<file path="src/rtl/loop_addr_gen_pkg.sv">
// Shared types and default widths for the loop_addr_gen sequencer.
package loop_addr_gen_pkg;

  localparam int CW_DEF = 4;
  localparam int AW_DEF = 32;

  typedef enum logic {
    IDLE = 1'b0,
    RUN  = 1'b1
  } state_t;

endpackage

</file>
<file path="src/rtl/loop_addr_gen_if.sv">
// Run-control, configuration and address stream bundle between a controller and loop_addr_gen.
interface loop_addr_gen_if
  import loop_addr_gen_pkg::*;
#(
  parameter int CW = CW_DEF,
  parameter int AW = AW_DEF
);
  logic          start;
  logic [CW-1:0] c_fin;
  logic [CW-1:0] y_fin;
  logic [CW-1:0] x_fin;
  logic [AW-1:0] w_base;
  logic [AW-1:0] i_base;
  logic [AW-1:0] w_sc;
  logic [AW-1:0] w_sy;
  logic [AW-1:0] i_sc;
  logic [AW-1:0] i_sy;
  logic          ready;
  logic          valid;
  logic [AW-1:0] wa;
  logic [AW-1:0] ia;
  logic          last;
  logic          busy;
  logic          done;

  modport master (
    output start, c_fin, y_fin, x_fin, w_base, i_base, w_sc, w_sy, i_sc, i_sy, ready,
    input  valid, wa, ia, last, busy, done
  );

  modport slave (
    input  start, c_fin, y_fin, x_fin, w_base, i_base, w_sc, w_sy, i_sc, i_sy, ready,
    output valid, wa, ia, last, busy, done
  );

endinterface

</file>
<file path="src/rtl/loop_addr_gen_loop_lvl.sv">
// One loop level: index counts 0..fin on each enabled step and wraps to 0, flagging the carry.
module loop_lvl
  import loop_addr_gen_pkg::*;
#(
  parameter int CW = CW_DEF
) (
  input  logic          clk,
  input  logic          rst,
  input  logic [CW-1:0] fin,
  input  logic          clear,
  input  logic          en,
  output logic [CW-1:0] index,
  output logic          at_fin,
  output logic          wrap
);

  assign at_fin = (index == fin);
  assign wrap   = en && at_fin;

  always_ff @(posedge clk or posedge rst) begin
    if (rst) begin
      index <= '0;
    end else if (clear) begin
      index <= '0;
    end else if (en) begin
      index <= at_fin ? '0 : index + CW'(1);
    end
  end

endmodule

</file>
<file path="src/rtl/loop_addr_gen.sv">
// Three-level (c/y/x) loop sequencer producing weight/input addresses on a valid/ready stream.
// Build option LOOP_ADDR_GEN_REG_OUT_EN adds a registered output stage (latency 2, full throughput).
module loop_addr_gen
  import loop_addr_gen_pkg::*;
#(
  parameter int CW = CW_DEF,
  parameter int AW = AW_DEF
) (
  input logic            clk,
  input logic            rst,
  loop_addr_gen_if.slave bus
);

  state_t        state;
  logic [CW-1:0] c_fin_r, y_fin_r, x_fin_r;
  logic [AW-1:0] w_sc_r, w_sy_r, i_sc_r, i_sy_r;
  logic          vld_p0;
  logic          done_r;
  logic [AW-1:0] wa_p0, ia_p0;
  logic [AW-1:0] w_yrow_p0, w_crow_p0, i_yrow_p0, i_crow_p0;
  logic [AW-1:0] w_ynext, w_cnext, i_ynext, i_cnext;
  logic [CW-1:0] c_idx, y_idx, x_idx;
  logic          c_at, y_at, x_at;
  logic          c_wrap, y_wrap, x_wrap;
  logic          launch, last_p0, step_p0, out_last_xfer;
  logic          unused_idx;

  assign launch  = (state == IDLE) && bus.start;
  assign last_p0 = vld_p0 && c_at && y_at && x_at;

  // Indices are kept for debug visibility; only the fin/wrap flags steer the addresses.
  assign unused_idx = ^{c_idx, y_idx, x_idx};

  loop_lvl #(.CW(CW)) u_lvl_x (
    .clk(clk), .rst(rst), .fin(x_fin_r), .clear(launch), .en(step_p0),
    .index(x_idx), .at_fin(x_at), .wrap(x_wrap)
  );

  loop_lvl #(.CW(CW)) u_lvl_y (
    .clk(clk), .rst(rst), .fin(y_fin_r), .clear(launch), .en(x_wrap),
    .index(y_idx), .at_fin(y_at), .wrap(y_wrap)
  );

  loop_lvl #(.CW(CW)) u_lvl_c (
    .clk(clk), .rst(rst), .fin(c_fin_r), .clear(launch), .en(y_wrap),
    .index(c_idx), .at_fin(c_at), .wrap(c_wrap)
  );

  assign w_ynext = w_yrow_p0 + w_sy_r;
  assign i_ynext = i_yrow_p0 + i_sy_r;
  assign w_cnext = w_crow_p0 + w_sc_r;
  assign i_cnext = i_crow_p0 + i_sc_r;

  // p0: run control and latched configuration
  always_ff @(posedge clk or posedge rst) begin
    if (rst) begin
      state   <= IDLE;
      vld_p0  <= 1'b0;
      done_r  <= 1'b0;
      c_fin_r <= '0;
      y_fin_r <= '0;
      x_fin_r <= '0;
      w_sc_r  <= '0;
      w_sy_r  <= '0;
      i_sc_r  <= '0;
      i_sy_r  <= '0;
    end else begin
      done_r <= 1'b0;
      case (state)
        IDLE: begin
          if (bus.start) begin
            c_fin_r <= bus.c_fin;
            y_fin_r <= bus.y_fin;
            x_fin_r <= bus.x_fin;
            w_sc_r  <= bus.w_sc;
            w_sy_r  <= bus.w_sy;
            i_sc_r  <= bus.i_sc;
            i_sy_r  <= bus.i_sy;
            vld_p0  <= 1'b1;
            state   <= RUN;
          end
        end
        RUN: begin
          if (step_p0 && last_p0) begin
            vld_p0 <= 1'b0;
          end
          if (out_last_xfer) begin
            state  <= IDLE;
            done_r <= 1'b1;
          end
        end
        default: state <= IDLE;
      endcase
    end
  end

  // p0: incremental address accumulators; the final step wraps all levels and leaves addresses alone
  always_ff @(posedge clk or posedge rst) begin
    if (rst) begin
      wa_p0     <= '0;
      ia_p0     <= '0;
      w_yrow_p0 <= '0;
      w_crow_p0 <= '0;
      i_yrow_p0 <= '0;
      i_crow_p0 <= '0;
    end else if (launch) begin
      wa_p0     <= bus.w_base;
      ia_p0     <= bus.i_base;
      w_yrow_p0 <= bus.w_base;
      w_crow_p0 <= bus.w_base;
      i_yrow_p0 <= bus.i_base;
      i_crow_p0 <= bus.i_base;
    end else if (step_p0) begin
      if (!x_wrap) begin
        wa_p0 <= wa_p0 + AW'(1);
        ia_p0 <= ia_p0 + AW'(1);
      end else if (!y_wrap) begin
        wa_p0     <= w_ynext;
        ia_p0     <= i_ynext;
        w_yrow_p0 <= w_ynext;
        i_yrow_p0 <= i_ynext;
      end else if (!c_wrap) begin
        wa_p0     <= w_cnext;
        ia_p0     <= i_cnext;
        w_yrow_p0 <= w_cnext;
        i_yrow_p0 <= i_cnext;
        w_crow_p0 <= w_cnext;
        i_crow_p0 <= i_cnext;
      end
    end
  end

`ifdef LOOP_ADDR_GEN_REG_OUT_EN
  logic          vld_p1;
  logic          last_p1;
  logic [AW-1:0] wa_p1, ia_p1;

  assign step_p0       = vld_p0 && (!vld_p1 || bus.ready);
  assign out_last_xfer = vld_p1 && last_p1 && bus.ready;

  // p1: output register, refilled whenever it is empty or being drained
  always_ff @(posedge clk or posedge rst) begin
    if (rst) begin
      vld_p1  <= 1'b0;
      last_p1 <= 1'b0;
      wa_p1   <= '0;
      ia_p1   <= '0;
    end else if (!vld_p1 || bus.ready) begin
      vld_p1  <= vld_p0;
      last_p1 <= last_p0;
      wa_p1   <= wa_p0;
      ia_p1   <= ia_p0;
    end
  end

  assign bus.valid = vld_p1;
  assign bus.last  = last_p1;
  assign bus.wa    = wa_p1;
  assign bus.ia    = ia_p1;
`else
  assign step_p0       = vld_p0 && bus.ready;
  assign out_last_xfer = step_p0 && last_p0;

  assign bus.valid = vld_p0;
  assign bus.last  = last_p0;
  assign bus.wa    = wa_p0;
  assign bus.ia    = ia_p0;
`endif

  assign bus.busy = (state == RUN);
  assign bus.done = done_r;

endmodule

</file>
<file path="src/flat_wrapper.sv">
// flat-port wrapper written by rule: the top's interface ports become plain ports
module loop_addr_gen_flat import loop_addr_gen_pkg::*;
#(
  parameter int CW = CW_DEF,
  parameter int AW = AW_DEF
)
  (clk, rst, bus_start, bus_c_fin, bus_y_fin, bus_x_fin, bus_w_base, bus_i_base, bus_w_sc, bus_w_sy, bus_i_sc, bus_i_sy, bus_ready, bus_valid, bus_wa, bus_ia, bus_last, bus_busy, bus_done);
  loop_addr_gen_if #(.CW(CW), .AW(AW)) bus_i ();
  input logic clk;
  input logic rst;
  input wire logic [$bits(bus_i.start)-1:0] bus_start;
  input wire logic [$bits(bus_i.c_fin)-1:0] bus_c_fin;
  input wire logic [$bits(bus_i.y_fin)-1:0] bus_y_fin;
  input wire logic [$bits(bus_i.x_fin)-1:0] bus_x_fin;
  input wire logic [$bits(bus_i.w_base)-1:0] bus_w_base;
  input wire logic [$bits(bus_i.i_base)-1:0] bus_i_base;
  input wire logic [$bits(bus_i.w_sc)-1:0] bus_w_sc;
  input wire logic [$bits(bus_i.w_sy)-1:0] bus_w_sy;
  input wire logic [$bits(bus_i.i_sc)-1:0] bus_i_sc;
  input wire logic [$bits(bus_i.i_sy)-1:0] bus_i_sy;
  input wire logic [$bits(bus_i.ready)-1:0] bus_ready;
  output wire logic [$bits(bus_i.valid)-1:0] bus_valid;
  output wire logic [$bits(bus_i.wa)-1:0] bus_wa;
  output wire logic [$bits(bus_i.ia)-1:0] bus_ia;
  output wire logic [$bits(bus_i.last)-1:0] bus_last;
  output wire logic [$bits(bus_i.busy)-1:0] bus_busy;
  output wire logic [$bits(bus_i.done)-1:0] bus_done;
  assign bus_i.start = bus_start;
  assign bus_i.c_fin = bus_c_fin;
  assign bus_i.y_fin = bus_y_fin;
  assign bus_i.x_fin = bus_x_fin;
  assign bus_i.w_base = bus_w_base;
  assign bus_i.i_base = bus_i_base;
  assign bus_i.w_sc = bus_w_sc;
  assign bus_i.w_sy = bus_w_sy;
  assign bus_i.i_sc = bus_i_sc;
  assign bus_i.i_sy = bus_i_sy;
  assign bus_i.ready = bus_ready;
  assign bus_valid = bus_i.valid;
  assign bus_wa = bus_i.wa;
  assign bus_ia = bus_i.ia;
  assign bus_last = bus_i.last;
  assign bus_busy = bus_i.busy;
  assign bus_done = bus_i.done;
  loop_addr_gen #(.CW(CW), .AW(AW)) u_core (.clk(clk), .rst(rst), .bus(bus_i));
endmodule
</file>
<file path="config.mk">
export PLATFORM = sky130hd
export DESIGN_NAME = loop_addr_gen_flat
export DESIGN_NICKNAME = d
export VERILOG_FILES = /design/src/rtl/loop_addr_gen_pkg.sv /design/src/rtl/loop_addr_gen_if.sv /design/src/rtl/loop_addr_gen_loop_lvl.sv /design/src/rtl/loop_addr_gen.sv /design/src/flat_wrapper.sv
export SDC_FILE = /design/constraint.sdc
export NUM_CORES = 1
export LEC_CHECK = 0
export BUFFER_PORTS_ARGS = -buffer_cell sky130_fd_sc_hd__buf_2
export CORE_ASPECT_RATIO = 1.2
export CORE_UTILIZATION = 64
export DETAILED_ROUTE_END_ITERATION = 8
export PLACE_DENSITY = 0.86
export SYNTH_ARGS = -nofsm -noshare
export SYNTH_HDL_FRONTEND = slang
export SYNTH_SLANG_ARGS = --single-unit
export TNS_END_PERCENT = 50
</file>
<file path="constraint.sdc">
create_clock -name clk -period 22.4 [get_ports clk]
set_input_delay 5.6 -clock clk [delete_from_list [all_inputs] [get_ports clk]]
set_output_delay 5.6 -clock clk [all_outputs]
set_load 0.05 [all_outputs]
</file>
After elaboration in Yosys (flattened, before gate mapping)
Index checks and enable logic that the tools add are counted.

Flip-flop bits (word level): 347. Bits of input ports: 208.

Add/sub/neg operators: 9. Equal/unequal tests: 8. Muxes and demuxes: 41. Bitwise operators: 1. Reduce and logical (&&, ||, !) cells: 17.

Operator list (number): $mux 32 (24); $add 32x32->32 (4); $add 32x1->32 const B (2); $mux 4 (9); $add 4x1->4 const B (3); $eq 4x4->1 (3); $logic_and 1x1->1 (9); $mux 1 (6); $ne 2x2->1 const B (3); $reduce_and 2->1 (3); $reduce_bool 2->1 (3); $ne 4x4->1 const B (1); $pmux 1 s2 (2); $reduce_and 4->1 (1); $ne 3x3->1 const B (1); $reduce_and 3->1 (1); $not 1->1 (1).

Depth between registers and ports, before layout
Gate-level depths: netlist (run 1).

Depth after elaboration: 9. Gate-level depth with buffers: 12. Gate-level depth less buffers: 12.

By module
A second synthesis (run 1) with hierarchy kept.

Cells, all modules: 2956. Area, all modules: 23560.1 um2.

Modules (own cells, without submodules): loop_addr_gen (times used 1, cells an instance 2872, area an instance 22711.8 um2, sequential area each 8383.0 um2); loop_lvl (times used 3, cells an instance 28, area an instance 282.8 um2, sequential area each 100.1 um2).

Worst setup path before layout (run 1)
OpenSTA, ideal clock, no wires.

Path type: input to register. Start point: input bus_ready. End point: register u_core.i_yrow_p0[27]. Arrival: 7.175 ns. Slack: 15.088 ns. Stages: 8. Buffers on the path: 3. Path through: nand2_1 nor2b_1 nand2_1 clkbuf_1 buf_2 buf_1 mux2i_1 a21oi_1.

Longest elaborated chain between the ends: 7. Elaborated cells between the ends (all ways): 12.

Ends and longest elaborated chain: from (decl) (RTL line flat_wrapper.sv:21) `input wire logic [$bits(bus_i.ready)-1:0] bus_ready;`; $logic_and 1x1->1 (*) (RTL line loop_addr_gen.sv:161) `assign step_p0 = vld_p0 && bus.ready;`; $logic_and 1x1->1 (2 in series) (RTL line loop_addr_gen_loop_lvl.sv:18) `assign wrap = en && at_fin;`; $mux 32 (RTL line loop_addr_gen.sv:117) `end else if (!y_wrap) begin`; $mux 32 (RTL line loop_addr_gen.sv:114) `if (!x_wrap) begin`; $mux 32 (RTL line loop_addr_gen.sv:113) `end else if (step_p0) begin`; $mux 32 (RTL line loop_addr_gen.sv:106) `end else if (launch) begin`; to (signal assigned) (RTL line loop_addr_gen.sv:111) `i_yrow_p0 <= bus.i_base;`; to (signal assigned) (RTL line loop_addr_gen.sv:121) `i_yrow_p0 <= i_ynext;`; to (signal assigned) (RTL line loop_addr_gen.sv:126) `i_yrow_p0 <= i_cnext;`; to (decl) (RTL line loop_addr_gen.sv:20) `logic [AW-1:0] w_yrow_p0, w_crow_p0, i_yrow_p0, i_crow_p0;`.

Mark *: on every way between the ends. The rest lies on a longest branch, timed or not. The select of a mux whose other input is x is not followed. A chain may end at the register's enable or synchronous reset.

Worst setup path after layout (run 1)
Start point: input bus_ready. End point: register u_core.w_crow_p0[17].

Longest elaborated chain between the ends: 6. Elaborated cells between the ends (all ways): 9.

Ends and longest elaborated chain: $logic_and 1x1->1 (*) (RTL line loop_addr_gen.sv:161); $logic_and 1x1->1 (3 in series) (RTL line loop_addr_gen_loop_lvl.sv:18); $ne 2x2->1 (no line); $reduce_and 4->1 (no line) (*); to (signal assigned) (RTL line loop_addr_gen.sv:110) `w_crow_p0 <= bus.w_base;`; to (signal assigned) (RTL line loop_addr_gen.sv:127) `w_crow_p0 <= w_cnext;`; to (decl) (RTL line loop_addr_gen.sv:20).

Mark *: on every way between the ends. The rest lies on a longest branch, timed or not.

==> results of run 1 <==
-- critical path, stage by stage --
cell     delay (ps)
buf_2            90
nand2_1         210
nor2b_2         730
buf_4           420
nand2_2         490
buf_4           490
nor2_4          150
buf_4           690
mux2i_1         270
o21ai_1          90
-- Yosys cell counts, types with 4 or more instances --
cell type and n:
nor2b_1 15, a211o_1 6, a31oi_1 58, nor3_1 22, dfrtp_1 347, inv_1 38, ha_1 129, a41oi_1 6
o31ai_1 19, nand2_1 725, fa_1 4, nand2b_1 14, o22ai_1 26, a221o_1 7, o21bai_1 14, o211ai_1 27
o21a_1 14, nand3_1 57, o21ai_1 82, nor4_1 4, nand4_1 27, a221oi_1 22, and3_1 22, mux2i_1 25
xnor2_1 97, nor2_1 209, xor2_1 76, or4_1 4, and2_1 15, o21ai_0 84, buf_1 12, clkbuf_1 123
buf_2 17, a21oi_1 258, or3_1 8, a21o_1 69, nand3b_1 8, a2bb2oi_1 4, o221ai_1 7, a311oi_1 5
a22oi_1 12, a211oi_1 27, o22a_1 6, and4_1 7
-- registers in the layout, summed over array words and instances (netlist names), 32 cells and up --
name,cells
u_core.i_sc_r,32
u_core.w_yrow_p0,32
u_core.bus.ia,32
u_core.w_sy_r,32
u_core.i_yrow_p0,32
u_core.i_crow_p0,32
u_core.i_sy_r,32
u_core.w_crow_p0,32
u_core.w_sc_r,32
u_core.bus.wa,32
-- stage by stage --
stage / worst slack (ps) / area [um2] / util, % / cells / hold slack (ps)
after floorplan: 7180 / 22900 / - / 2825 / 450
after global placement: 13200 / 24500 / 69.8 / 3433 / 465
after detailed placement: 13070 / 24500 / 69.8 / 3433 / 467
after CTS: 13610 / 25800 / 73.6 / 3501 / 482
after global routing: 13300 / 25800 / 73.6 / 3501 / 502
final: 13490 / 25800 / 73.6 / 3501 / 476
-- power by group through the flow --
| stage | logic [mW] | registers, mW | clock network [mW] |
|---|---|---|---|
| floorplan | 1.96 | 1.28 | 0 |
| global placement | 2.73 | 1.21 | 0 |
| detailed placement | 2.81 | 1.21 | 0 |
| CTS | 2.84 | 1.21 | 0.674 |
| global route | 3.15 | 1.25 | 0.698 |
| finish | 2.91 | 1.23 | 0.671 |
-- cell usage in the layout (no fill, tap or decap), types with 13 or more instances in the layout --
cell type,instances
ha_1,129
a221oi_1,22
nand3_1,57
nand2_1,723
nor3_1,22
a211oi_1,27
nand4_1,27
nor2b_1,13
o211ai_1,27
buf_2,275
and2_1,14
dfrtp_1,347
nor2_1,206
mux2i_1,25
a31oi_1,58
o31ai_1,19
a21o_1,69
clkbuf_16,41
buf_4,22
and3_1,22
xnor2_1,97
o21ai_0,84
o21ai_1,81
o22ai_1,26
a21oi_1,258
o21a_1,14
xor2_1,76
o21bai_1,14
inv_1,37
-- area by class of cell --
class,count,area [um2]
Multi-Input combinational cell,2286,13500
Fill cell,2779,9250
Sequential cell,347,8680
Timing Repair Buffer,299,1580
Clock buffer,60,1210
Tap cell,462,578
Inverter,39,154
Clock inverter,8,121
-- worst max-delay path by stage --
stage                     slack, ps                    to  depth (start not counted)      start
after detailed placement      13070  u_core.w_crow_p0[17]                         10  bus_ready
after global routing          13300  u_core.w_crow_p0[24]                         11  bus_ready
final                         13490  u_core.w_crow_p0[17]                         10  bus_ready
after global placement        13200  u_core.i_crow_p0[10]                         10  bus_ready
after CTS                     13610  u_core.i_crow_p0[13]                         10  bus_ready
after floorplan                7180       u_core.bus.busy                          1        rst
-- per-layer routing --
metal / wire, um / up-vias
li1: - / 10300
met1: 28600 / 10800
met2: 35600 / 1411
met3: 7760 / 316
met4: 5320 / 0
met5: 0 / -
-- cells by family (layout without fill, tap and decap cells) --
logic type	after synthesis	count (layout)	synth area share [%]
AO/OA/AOI/OAI	799	799	22.2
XOR/XNOR	175	175	6.79
adder cells (fa/ha/maj)	133	133	7.40
buffers and inverters	192	406	3.26
flip-flops	347	347	38.0
multiplexers	27	27	1.19
AND/OR/NAND/NOR	1152	1152	21.2
==> impl_results.md, run 1 <==
- Initial drt markers: 2395
- Area leader, netlist: dfrtp_1
- Most utilized layer in the global route result: met2
- Setup Fix Bufs, Post-CTS: 0
- Die area: 36500 um2
- Internal Power: 2.37 mW
- Met3 GRT Util: 7.90%
- GRT Resource Usage Total: 42.3%
- IO Pins: 276
- Initial antenna violation count: 0
- Area delta synth->final: 12.9%
- Hold Path Class: register to register
- Pin count of the biggest net entering global routing: 160
- Async S/R FF share, synth: 100%
- First-pass DRT Iterations: 7
- Least-Margin Pin Slew: 1130 ps
- Clk slew on worst S/H paths: 60 ps
- Max-capacitance violation count: 0
- Met2 usage: 68.4%
- Top post-synthesis cells by area: dfrtp_1 38%, nand2_1 12%, ha_1 7.1%
- Final ANT Viol Nets: 0
- Unique masters post-synth: 91
- Skew-Pair Late Insertion Delay: 560 ps
- Sequential Power Share: 25.6%
- H-tree depth: 2
- Dpl hpwl: 55.0 mm
- Clock buffer depth: 3
- Period utilization: 39.8%
- FF-to-FF End: u_core.w_crow_p0[17]
- RePlAce Congestion: 0.997
- Endpoints failing setup: 0
- Initial Util: 65.2%
- CP startpoint kind: input pin
- Post-Synthesis Net Count: 3166
- Ys flop type: dfrtp_1
- Slew margin rel.: 24.4%
- Die height: 209 um
- GRT met1 Usage: 52.2%
- Post-synthesis area per instance: 8.10 um2
- Global-route wire length before repair: 121 mm
- CP Capture Type: register
- Post-synthesis instance total: 2825
- Synthesis-stage register bit count: 347
- Post-CTS Hold Buffers: 0
- Die X-Extent: 175 um
- Post-layout nets: 3353
- Total power: 4.81 mW
- EDFF count, synth: 0
- Post-route DRC violation count: 0
- Crit Path Category: input pin to register
- Hold endpoint: u_core.w_sc_r[25]
- Clock power frac: 14.0%
- Final Hold Viols: 0
- Worst hold path depth: 2
- Layout cells sized above 1: 13.1%
- CTS tree: yes
- Worst path required time: 22790 ps
- Seq/Total Area, Yosys: 38.0%
- Core area: 35100 um2
- Leakage Power: 12.5 nW
- Drt wl/cell: 22.1 um
- Number of global-route vias before repair: 22500
- Top-area cell type share of the netlist area: 38.0%
- Fmax: 0.112 GHz
- # resized after CTS: 0
- Num CTS Buffers: 39
- Min Tclk post-route: 8910 ps
- Slew Viols, Final: 0
- P_sw: 2.44 mW
- RSZ-0062 raised after global routing: false
- PD cells: 186 nW/um2
- Drt via density: 6.53
- Status: finished, final reports clean
- Switching share of total power: 50.7%
- Logic gate share of total power: 60.5%
- Final WL: 77.3 mm
- Antenna cells: 0
- Arrival time at the worst endpoint: 9300 ps
- Mapped Area: 22900 um2
- Peak supply drop: 137 uV
- Clock Skew: 17.9 ps
- Via count: 22900
- Clk sinks: 347
- R2R depth: 10
- Root Driver: clkbuf_16
- Max FO, Critical Path: 67
- Reg2reg start: u_core.u_lvl_x.index[0]
- Gr ovfl total: 0
- I/O Buffers: 275
- YS warnings: 0
- Final TNS setup: 0 ps
- Hold Startpoint: u_core.w_sc_r[25]
- Flop-to-flop setup slack: 17550 ps
- FP Rows: 75
Note: power is estimated with default switching activity, not from simulation.
==> run 2: changes to the inputs <==
--- a/config.mk
+++ b/config.mk
@@ -5,11 +5,12 @@
 export SDC_FILE = /design/constraint.sdc
 export NUM_CORES = 1
 export LEC_CHECK = 0
+export ABC_AREA = 1
 export BUFFER_PORTS_ARGS = -buffer_cell sky130_fd_sc_hd__buf_2
 export CORE_ASPECT_RATIO = 1.2
-export CORE_UTILIZATION = 64
+export CORE_UTILIZATION = 55
 export DETAILED_ROUTE_END_ITERATION = 8
-export PLACE_DENSITY = 0.86
+export PLACE_DENSITY = 0.77
 export SYNTH_ARGS = -nofsm -noshare
 export SYNTH_HDL_FRONTEND = slang
 export SYNTH_SLANG_ARGS = --single-unit
==> constraint.sdc (replaced) <==
create_clock -name clk -period 7.9 [get_ports clk]
set_input_delay 1.975 -clock clk [delete_from_list [all_inputs] [get_ports clk]]
set_output_delay 1.975 -clock clk [all_outputs]
set_load 0.05 [all_outputs]
==> run 2 against run 1 <==
  * Total power increased to 2.8 times the previous value
  * Synthesized area rose by 17%
  * Clock-buffer cell count down 4
  * Flip-flop and latch count did not move
  * Via count grew 23%
  * Critical path depth decreased by 1
  * Non-clock buffer count fell by 8
  * Cell area increased by 16%
  * Synthesized cell count is 52% higher
  * Die area up 36%
  * Combinational power grew to 2.8 times the previous value
  * Clock power increased to 2.9 times the previous value
  * Critical endpoint is now u_core.i_yrow_p0[29]
  * Highest routed layer unchanged
==> impl_results.md, run 2 <==
- Post-layout nets: 4840 (+44%)
- Unique masters post-synth: 49 (-46%)
- Synthesis-stage register bit count: 347 (unchanged)
- Final WL: 101 mm (+31%)
- Post-CTS Hold Buffers: 0 (unchanged)
- Root Driver: clkbuf_16
- Antenna cells: 0 (unchanged)
- Async S/R FF share, synth: 100% (unchanged)
- Area delta synth->final: 11.6%
- CP startpoint kind: input pin
- Ys flop type: dfrtp_1
- Post-Synthesis Net Count: 4625 (+46%)
- Setup Fix Bufs, Post-CTS: 0 (unchanged)
- Final Hold Viols: 0 (unchanged)
- Most common cell in the netlist: nand2_1
- Initial drt markers: 2334 (-2.5%)
- Num CTS Buffers: 40 (+2.6%)
- Top-area cell type share of the netlist area: 32.4% (-5.6 points)
- Post-synth top cells: 1784 x nand2_1, 547 x inv_1, 375 x nor2_1, 347 x dfrtp_1, 294 x nand3_1
- Final ANT Viol Nets: 0 (unchanged)
- Least-Margin Pin Slew: 1120 ps (-17.7 ps)
- Core area: 48100 um2 (+37%)
- Clock Skew: 17.7 ps (-0.125 ps)
- Max FO, Critical Path: 117 (+75%)
- Hold Path Class: register to register
- Clock buffer depth: 3 (unchanged)
- Fmax: 0.221 GHz
- Arrival time at the worst endpoint: 5030 ps (-4270 ps)
- GRT Resource Usage Total: 40.9% (-1.4 points)
- RePlAce Congestion: 1.03 (+2.9%)
- Via count: 28200 (+23%)
- Post-synthesis instance total: 4284 (+52%)
- Most frequent cells in the layout: 1782 x nand2_1, 546 x inv_1, 374 x nor2_1, 347 x dfrtp_1, 294 x nand3_1
- EDFF count, synth: 0 (unchanged)
- Skew-Pair Late Insertion Delay: 590 ps (+30 ps)
- RSZ-0062 raised after global routing: false
- Min Tclk post-route: 4530 ps
- Post-synthesis area per instance: 6.26 um2 (-23%)
- Layout cells sized above 1: 8.92% (-4.2 points)
- Slew margin rel.: 25.6% (+1.2 points)
- Area leader, netlist: dfrtp_1
- Initial antenna violation count: 0 (unchanged)
- Die X-Extent: 204 um (+17%)
- Dpl hpwl: 78.5 mm (+43%)
- Die height: 244 um (+17%)
- Seq/Total Area, Yosys: 32.4% (-5.6 points)
- Peak supply drop: 250 uV (+83%)
- Global-route wire length before repair: 153 mm (+26%)
- CTS tree: yes
- Commonest non-fill, non-tap cell in the layout: nand2_1
- Slew Viols, Final: 0 (unchanged)
- Status: finished, final reports clean
- Gr ovfl total: 0 (unchanged)
- PD cells: 452 nW/um2 (+140%)
- # resized after CTS: 0 (unchanged)
- H-tree depth: 2 (unchanged)
- Period utilization: 57.4%
- Pin count of the biggest net entering global routing: 166 (+3.8%)
- FP Rows: 88 (+17%)
- Worst path required time: 8400 ps (-14390 ps)
- Final TNS setup: 0 ps (unchanged)
- CP Capture Type: register
- Post-route DRC violation count: 0 (unchanged)
- YS warnings: 0 (unchanged)
- Endpoints failing setup: 0 (unchanged)
- Clk sinks: 347 (unchanged)
- Crit Path Category: input pin to register
- Die area: 49600 um2 (+36%)
- Mapped Area: 26800 um2 (+17%)
- Leakage Power: 17.2 nW (+37%)
- Clk slew on worst S/H paths: 60 ps (about the same)
- I/O Buffers: 275 (unchanged)
- R2R depth: 11 (+1)
- Worst hold path depth: 2 (unchanged)
- Drt wl/cell: 19.6 um (-11%)
- Final Core Density: 62.2% (-11 points)
- IO Pins: 276 (unchanged)
- First-pass DRT Iterations: 6 (-1)
- Drt via density: 5.47 (-16%)
- Top post-synthesis cells by area: dfrtp_1 32%, nand2_1 25%, inv_1 7.7%
- Number of global-route vias before repair: 26900 (+20%)
- Initial Util: 55.7% (-9.5 points)
- Max-capacitance violation count: 0 (unchanged)
## run 2: area by class of cell
type | instances | area [um2]
well taps | 630 | 788
inverters | 552 | 2080
repair buffers | 291 | 1530
clock buffers | 56 | 1140
fillers | 4798 | 18200
flip-flops and latches | 347 | 8680
multi-input cells | 3267 | 15500
clock inverters | 14 | 184
## run 2: report_power, final
| group | switching [mW] | internal, mW | total, mW | leakage (nW) |
|---|---|---|---|---|
| Clock | 0.820 | 1.14 | 1.96 | 0.652 |
| Sequential | 0.842 | 2.54 | 3.38 | 4.20 |
| Combinational | 5.51 | 2.67 | 8.18 | 12.3 |
| Total | 7.17 | 6.35 | 13.5 | 17.2 |
## run 2: cell families (layout without fill, tap and decap cells)
logic type / Yosys count / count (layout) / share of synthesized area, %
xor+xnor: 79 / 79 / 2.58
simple gates: 2640 / 2640 / 40.0
buf+inv: 670 / 913 / 9.83
flops: 347 / 347 / 32.4
fa+ha+maj: 133 / 133 / 6.32
compound gates: 415 / 415 / 8.90
## run 2: critical path: stages
cell and delay [ps]:
buf_2 90, inv_1 100, nor2_4 70, inv_8 500, nand2_2 690, nand2_2 880
buf_4 390, nor2_1 80, a21boi_1 190
## run 2: stage by stage
stage,total power [mW],setup slack (ps),cell area [um2],cells,hold slack (ps)
final,13.5,3370,29900,5157,475
after global routing,14.6,3170,29900,5157,498
after CTS,13.4,3440,29900,5157,479
after detailed placement,11.4,2820,28600,5087,465
after global placement,11.3,2850,28600,5087,458
after floorplan,9.02,1280,26800,4284,446
## run 2: routing by layer
metal	global-route usage (%)	part of all wire (%)	up-vias
met1	47.1	38	12900
met5	0	0	-
met3	6.03	7.0	319
li1	-	-	13900
met2	69.4	47	1161
met4	29.1	8.1	0
## run 2: final timing paths
kind	startpoint	endpoint	slack, ps
worst max register to register	u_core.bus.busy	u_core.w_yrow_p0[1]	4450
min in group asynchronous	rst	u_core.w_sc_r[13]	1300
worst max-delay path	bus_start	u_core.i_yrow_p0[29]	3370
worst min register to register	u_core.w_sc_r[12]	u_core.w_sc_r[12]	480
max in group asynchronous	rst	u_core.i_yrow_p0[21]	4920
worst min-delay path	u_core.w_sc_r[12]	u_core.w_sc_r[12]	480
